[config.mk]
export PLATFORM = sky130hd
export DESIGN_NAME = seq_gen_controller
export DESIGN_NICKNAME = d
export VERILOG_FILES = /design/src/rtl/seq_gen_controller.sv
export SDC_FILE = /design/constraint.sdc
export NUM_CORES = 1
export LEC_CHECK = 0
export CAP_MARGIN = 20
export CORE_UTILIZATION = 50
export DETAILED_ROUTE_END_ITERATION = 7
export PLACE_DENSITY = 0.86
export SLEW_MARGIN = 20
export SYNTH_ARGS = -nofsm -noshare
export SYNTH_HDL_FRONTEND = slang
export SYNTH_SLANG_ARGS = --single-unit
[constraint.sdc]
create_clock -name clk -period 3.1 [get_ports clk]
set_input_delay 0.62 -clock clk [delete_from_list [all_inputs] [get_ports clk]]
set_output_delay 0.62 -clock clk [all_outputs]
set_load 0.02 [all_outputs]
[src/rtl/seq_gen_controller.sv]
// Serial pattern sequencer: shifts a latched pattern MSB-first for repeat+1 runs with idle gaps between runs.
// Optional abort input and ABORT state are built only when SEQ_CTRL_ABORT_EN is defined.
module seq_gen_controller #(
    parameter int               SEQ_W       = 9,
    parameter logic [SEQ_W-1:0] DEF_PATTERN = 9'b100111001
) (
    input  logic             clk,
    input  logic             rst,
    input  logic             start,
    input  logic             start_def,
    input  logic [SEQ_W-1:0] pattern_in,
    input  logic [3:0]       repeat_in,
    input  logic [3:0]       gap_in,
`ifdef SEQ_CTRL_ABORT_EN
    input  logic             abort,
`endif
    output logic             busy,
    output logic             serial_out,
    output logic             serial_valid,
    output logic             run_done,
    output logic             seq_done,
    output logic [2:0]       state_out,
    output logic [3:0]       bit_cnt
);

    localparam int         IDX_W = $clog2(SEQ_W);
    localparam logic [3:0] LAST  = 4'(SEQ_W - 1);

    typedef enum logic [2:0] {
        S_IDLE  = 3'd0,
        S_SHIFT = 3'd1,
        S_GAP   = 3'd2,
        S_DONE  = 3'd3
`ifdef SEQ_CTRL_ABORT_EN
        , S_ABORT = 3'd4
`endif
    } state_e;

    state_e           state_q, state_d;
    logic [3:0]       bit_q, bit_d;
    logic [3:0]       run_q, run_d;     // runs still owed after the current one
    logic [3:0]       gap_q, gap_d;
    logic [3:0]       gcnt_q, gcnt_d;
    logic [SEQ_W-1:0] pat_q, pat_d;

    logic             busy_q, busy_d;
    logic             sout_q, sout_d;
    logic             svld_q, svld_d;
    logic             rdone_q, rdone_d;
    logic             sdone_q, sdone_d;
    logic [2:0]       st_q, st_d;
    logic [3:0]       bcnt_q, bcnt_d;
    logic [IDX_W-1:0] idx;

    always_ff @(posedge clk) begin
        if (rst) begin
            state_q <= S_IDLE;
            bit_q   <= '0;
            run_q   <= '0;
            gap_q   <= '0;
            gcnt_q  <= '0;
            pat_q   <= '0;
        end else begin
            state_q <= state_d;
            bit_q   <= bit_d;
            run_q   <= run_d;
            gap_q   <= gap_d;
            gcnt_q  <= gcnt_d;
            pat_q   <= pat_d;
        end
    end

    always_comb begin
        state_d = state_q;
        bit_d   = bit_q;
        run_d   = run_q;
        gap_d   = gap_q;
        gcnt_d  = gcnt_q;
        pat_d   = pat_q;
        case (state_q)
            S_IDLE: begin
                if (start_def || start) begin
                    state_d = S_SHIFT;
                    bit_d   = '0;
                    run_d   = repeat_in;
                    gap_d   = gap_in;
                    pat_d   = start_def ? DEF_PATTERN : pattern_in;
                end
            end
            S_SHIFT: begin
`ifdef SEQ_CTRL_ABORT_EN
                if (abort) begin
                    state_d = S_ABORT;
                    bit_d   = '0;
                end else
`endif
                if (bit_q == LAST) begin
                    bit_d = '0;
                    if (run_q == '0) begin
                        state_d = S_DONE;
                    end else begin
                        run_d = run_q - 4'd1;
                        if (gap_q != '0) begin
                            state_d = S_GAP;
                            gcnt_d  = gap_q;
                        end
                    end
                end else begin
                    bit_d = bit_q + 4'd1;
                end
            end
            S_GAP: begin
`ifdef SEQ_CTRL_ABORT_EN
                if (abort) begin
                    state_d = S_ABORT;
                end else
`endif
                if (gcnt_q <= 4'd1) begin
                    state_d = S_SHIFT;
                    bit_d   = '0;
                end else begin
                    gcnt_d = gcnt_q - 4'd1;
                end
            end
            S_DONE:  state_d = S_IDLE;
`ifdef SEQ_CTRL_ABORT_EN
            S_ABORT: state_d = S_IDLE;
`endif
            default: state_d = S_IDLE;
        endcase
    end

    // Outputs are decoded from the next state so the registered copy lines up with state_q.
    always_comb begin
        idx     = IDX_W'(LAST - bit_d);
        busy_d  = (state_d == S_SHIFT) || (state_d == S_GAP);
        svld_d  = (state_d == S_SHIFT);
        sout_d  = (state_d == S_SHIFT) ? pat_d[idx] : 1'b0;
        rdone_d = (state_d == S_SHIFT) && (bit_d == LAST);
        sdone_d = (state_d == S_DONE);
        st_d    = state_d;
        bcnt_d  = (state_d == S_SHIFT) ? bit_d : 4'd0;
    end

    always_ff @(posedge clk) begin
        if (rst) begin
            busy_q  <= 1'b0;
            sout_q  <= 1'b0;
            svld_q  <= 1'b0;
            rdone_q <= 1'b0;
            sdone_q <= 1'b0;
            st_q    <= '0;
            bcnt_q  <= '0;
        end else begin
            busy_q  <= busy_d;
            sout_q  <= sout_d;
            svld_q  <= svld_d;
            rdone_q <= rdone_d;
            sdone_q <= sdone_d;
            st_q    <= st_d;
            bcnt_q  <= bcnt_d;
        end
    end

    assign busy         = busy_q;
    assign serial_out   = sout_q;
    assign serial_valid = svld_q;
    assign run_done     = rdone_q;
    assign seq_done     = sdone_q;
    assign state_out    = st_q;
    assign bit_cnt      = bcnt_q;

endmodule

==> flow_summary.toml <==
[yosys]
synth_edf_count = 0
synth-seq-cells = 37
synthSimpleGateAreaFrac_pct = 26.85
ys_async_sr_fraction_pct = 0
synth-compound-area-share_pct = 19.10
synth-xor-area-share_pct = 0.4933
ys_types = 42
synthMuxAreaShare_pct = 3.735
synthFlopType = "dfxtp_1"
ys_warn_count = 0
synth_nets = 240
ys_seq_area_share_pct = 41.72
syn_area_mm2 = 0.001775
netlist_instances = 213
synth-adder-area-share_pct = 4.228
postSynthAreaPerCell_um2 = 8.335
synth_top_family_by_area = "simple AND/OR/NAND/NOR gates"

[sta]
timing.final.hold_violations = 0
rsz0062_at_grt = "false"
skew_ps = 4.158
finalSetupViolCount = 0
fin_crit_ps = 2842
drv_slew = 0
fmax_mhz = 351.8
fin_crit_sh_pct = 91.69

[floorplanning]
die_height_um = 61.59
core_mm2 = 0.003363
dieArea_mm2 = 0.003793
io_pins = 33
rows = 21
die_w_um = 61.59
start_util_pct = 52.79

[setup_path]
cp_max_fo = 13
crit_chain = "or3b_4 > nor4_4 > nor2_2 > a22oi_1 > ha_1 > a311o_1 > o311ai_0 > a311o_1 > nor4b_1 > o221a_2"
worstPathRequired_ps = 3390
start_kind = "register"
slowest_stage = "or3b_4"
r2r_slack_ps = 260
critical_path_arrival_ps = 3140
cp_slowest_stage_delay_ps = 490
path_class = "reg2reg"
worst_setup_path_end_kind = "register"
cp_common_cell = "a311o_1"

[pwr]
leakagePower_uw = 0.0008337
power_density_mw_per_mm2 = 410.2
irDropWorstVdd_mv = 0.2617

[global_routing]
gr-usage-all-layers_pct = 23.87
grt.overflow.total = 0
grt_start_max_net_pins = 30
first_global_vias = 1519
grt_util_met3_pct = 6.303
grt-busiest-layer = "met2"
met1_usage_pct = 29.83
grt_pass1_wl_mm = 6.596
use_met2_pct = 37.48
antenna_found_initial = 0

[drt]
drt_iter0_markers = 79
wl_mm = 3.841
ant_nets = 0
vias = 1665
routed_via_density = 5.550
drc = 0
routedWlPerCell_um = 12.80
drt-pass1-iter-count = 4

[clocking]
cts_tree = "done"
cts.clk_slew.worst_paths_ps = 100
htree_levels = 2
clk_path_buf_depth = 2
cts_buffers = 5
postCtsSetupRepairBufs = 0
ctsHoldBuffers = 0
cts.sinks = 37
root_buffer = "clkbuf_4"
cts-resized-gates = 0
clkLatencyLatePin_ps = 340

[final_layout]
syn_to_final_growth_pct = 27.27
finalNetCount = 281
fin_util_pct = 67.19
final_layout_size_suffix_gt1_share_pct = 9.449
num_antenna_cells = 0
num-fill-cells = 290
stdcell_count = 300

[placement]
dp.cells = 293
port-buffer-count = 32
dp_hpwl_mm = 2.846
place_congestion = 0.8304

[status]
status = "finished clean"

[worst_hold_path]
hold_path_class = "reg2reg"

[flow_run]
cap_violations = 0
==> cell type report <==
type	instances	area [µm²]	share of cell area, %
Clock buffer	7	55.05	2.436
Multi-Input combinational cell	159	969.7	42.91
Timing Repair Buffer	44	410.4	18.16
Inverter	7	26.28	1.163
Sequential cell	37	740.7	32.78
Tap cell	46	57.56	2.547
==> layer usage <==
metal,up-vias,share of wire [%],wire length (µm)
met5,-,0,0
met4,0,2.7,102
met3,11,5.1,197
met2,50,46,1769
met1,765,46,1773
li1,839,-,-
==> stage by stage <==
step | cell area [µm²] | power, µW | TNS (ps) | hold WS, ps | setup slack [ps]
after global placement | 2205 | 678.4 | 0 | 460.9 | 68.60
after floorplan | 1775 | 615.0 | 0 | 444.6 | 346.9
final | 2260 | 926.9 | 0 | 484.8 | 257.6
after detailed placement | 2205 | 683.3 | -52.34 | 474.2 | -52.34
after CTS | 2260 | 936.2 | 0 | 488.7 | 239.3
after global routing | 2260 | 981.5 | 0 | 514.6 | 40.38
==> state kept, by name (all words and copies together) (netlist names) <==
signal	cells
serial_out	1
gap_q	4
state_out	3
seq_done	1
gcnt_q	4
run_done	1
bit_q	4
bit_cnt	4
busy	1
run_q	4
serial_valid	1
pat_q	9
==> cell usage after synthesis (4+ instances only) <==
cell      count  area share, %
nand2_1      17            3.6
a211oi_1      4            1.7
ha_1          6            4.2
a21oi_1      21            5.9
mux2i_1       4            2.3
or3_1         4            1.4
nor2_1       34            7.2
clkbuf_1      9            1.9
dfxtp_1      37             42
nor3b_1       6            2.5
inv_1         7            1.5
nand3b_1      4            1.7
nor3_1        9            2.5
o21ai_0      12            3.4
==> final timing paths <==
path | start | endpoint | cells after the start
worst max-delay path | state_out[1] | serial_out | 10
worst min-delay path | gap_q[0] | gap_q[0] | 2
worst max register to register | state_out[1] | serial_out | 10
worst min register to register | gap_q[0] | gap_q[0] | 2
==> critical path: cells and delay by family, from the launching register on <==
kind                     cells  cell delay [ps]
flip-flops                   1              410
AND/OR/NAND/NOR              4             1070
AO/OA/AOI/OAI                5             1020
adder cells (fa/ha/maj)      1              300
==> cell families after synthesis <==
| group | count (synthesis) |
|---|---|
| AOI/OAI and AO/OA | 54 |
| xor gates and xnor gates | 1 |
| adders and majority gates | 6 |
| buffers and inverters | 17 |
| DFF | 37 |
| muxes | 5 |
| other | 1 |
| and+or+nand+nor | 92 |
==> cell usage in the layout (no fill, tap or decap), types with 2 or more instances in the layout <==
master           count
a211oi_1             4
a21oi_1             21
a22oi_1              3
a311o_1              2
and3_1               2
buf_4               12
clkbuf_4             5
clkdlybuf4s50_1     32
dfxtp_1             37
ha_1                 6
inv_1                7
mux2i_1              4
nand2_1             17
nand2b_1             2
nand3_1              2
nand3b_1             4
nor2_1              34
nor2b_1              2
nor3_1               9
nor3b_1              6
nor4b_1              2
o211ai_1             2
o21ai_0             12
o22ai_1              3
or3_1                4
==> where the power goes <==
| group | total, µW | switching [µW] | internal [µW] |
|---|---|---|---|
| clock | 253 | 146 | 107 |
| sequential | 507 | 11.9 | 495 |
| combinational | 166 | 84.2 | 82.1 |
| total | 927 | 242 | 684 |
Note: power is estimated with default switching activity, not from simulation.
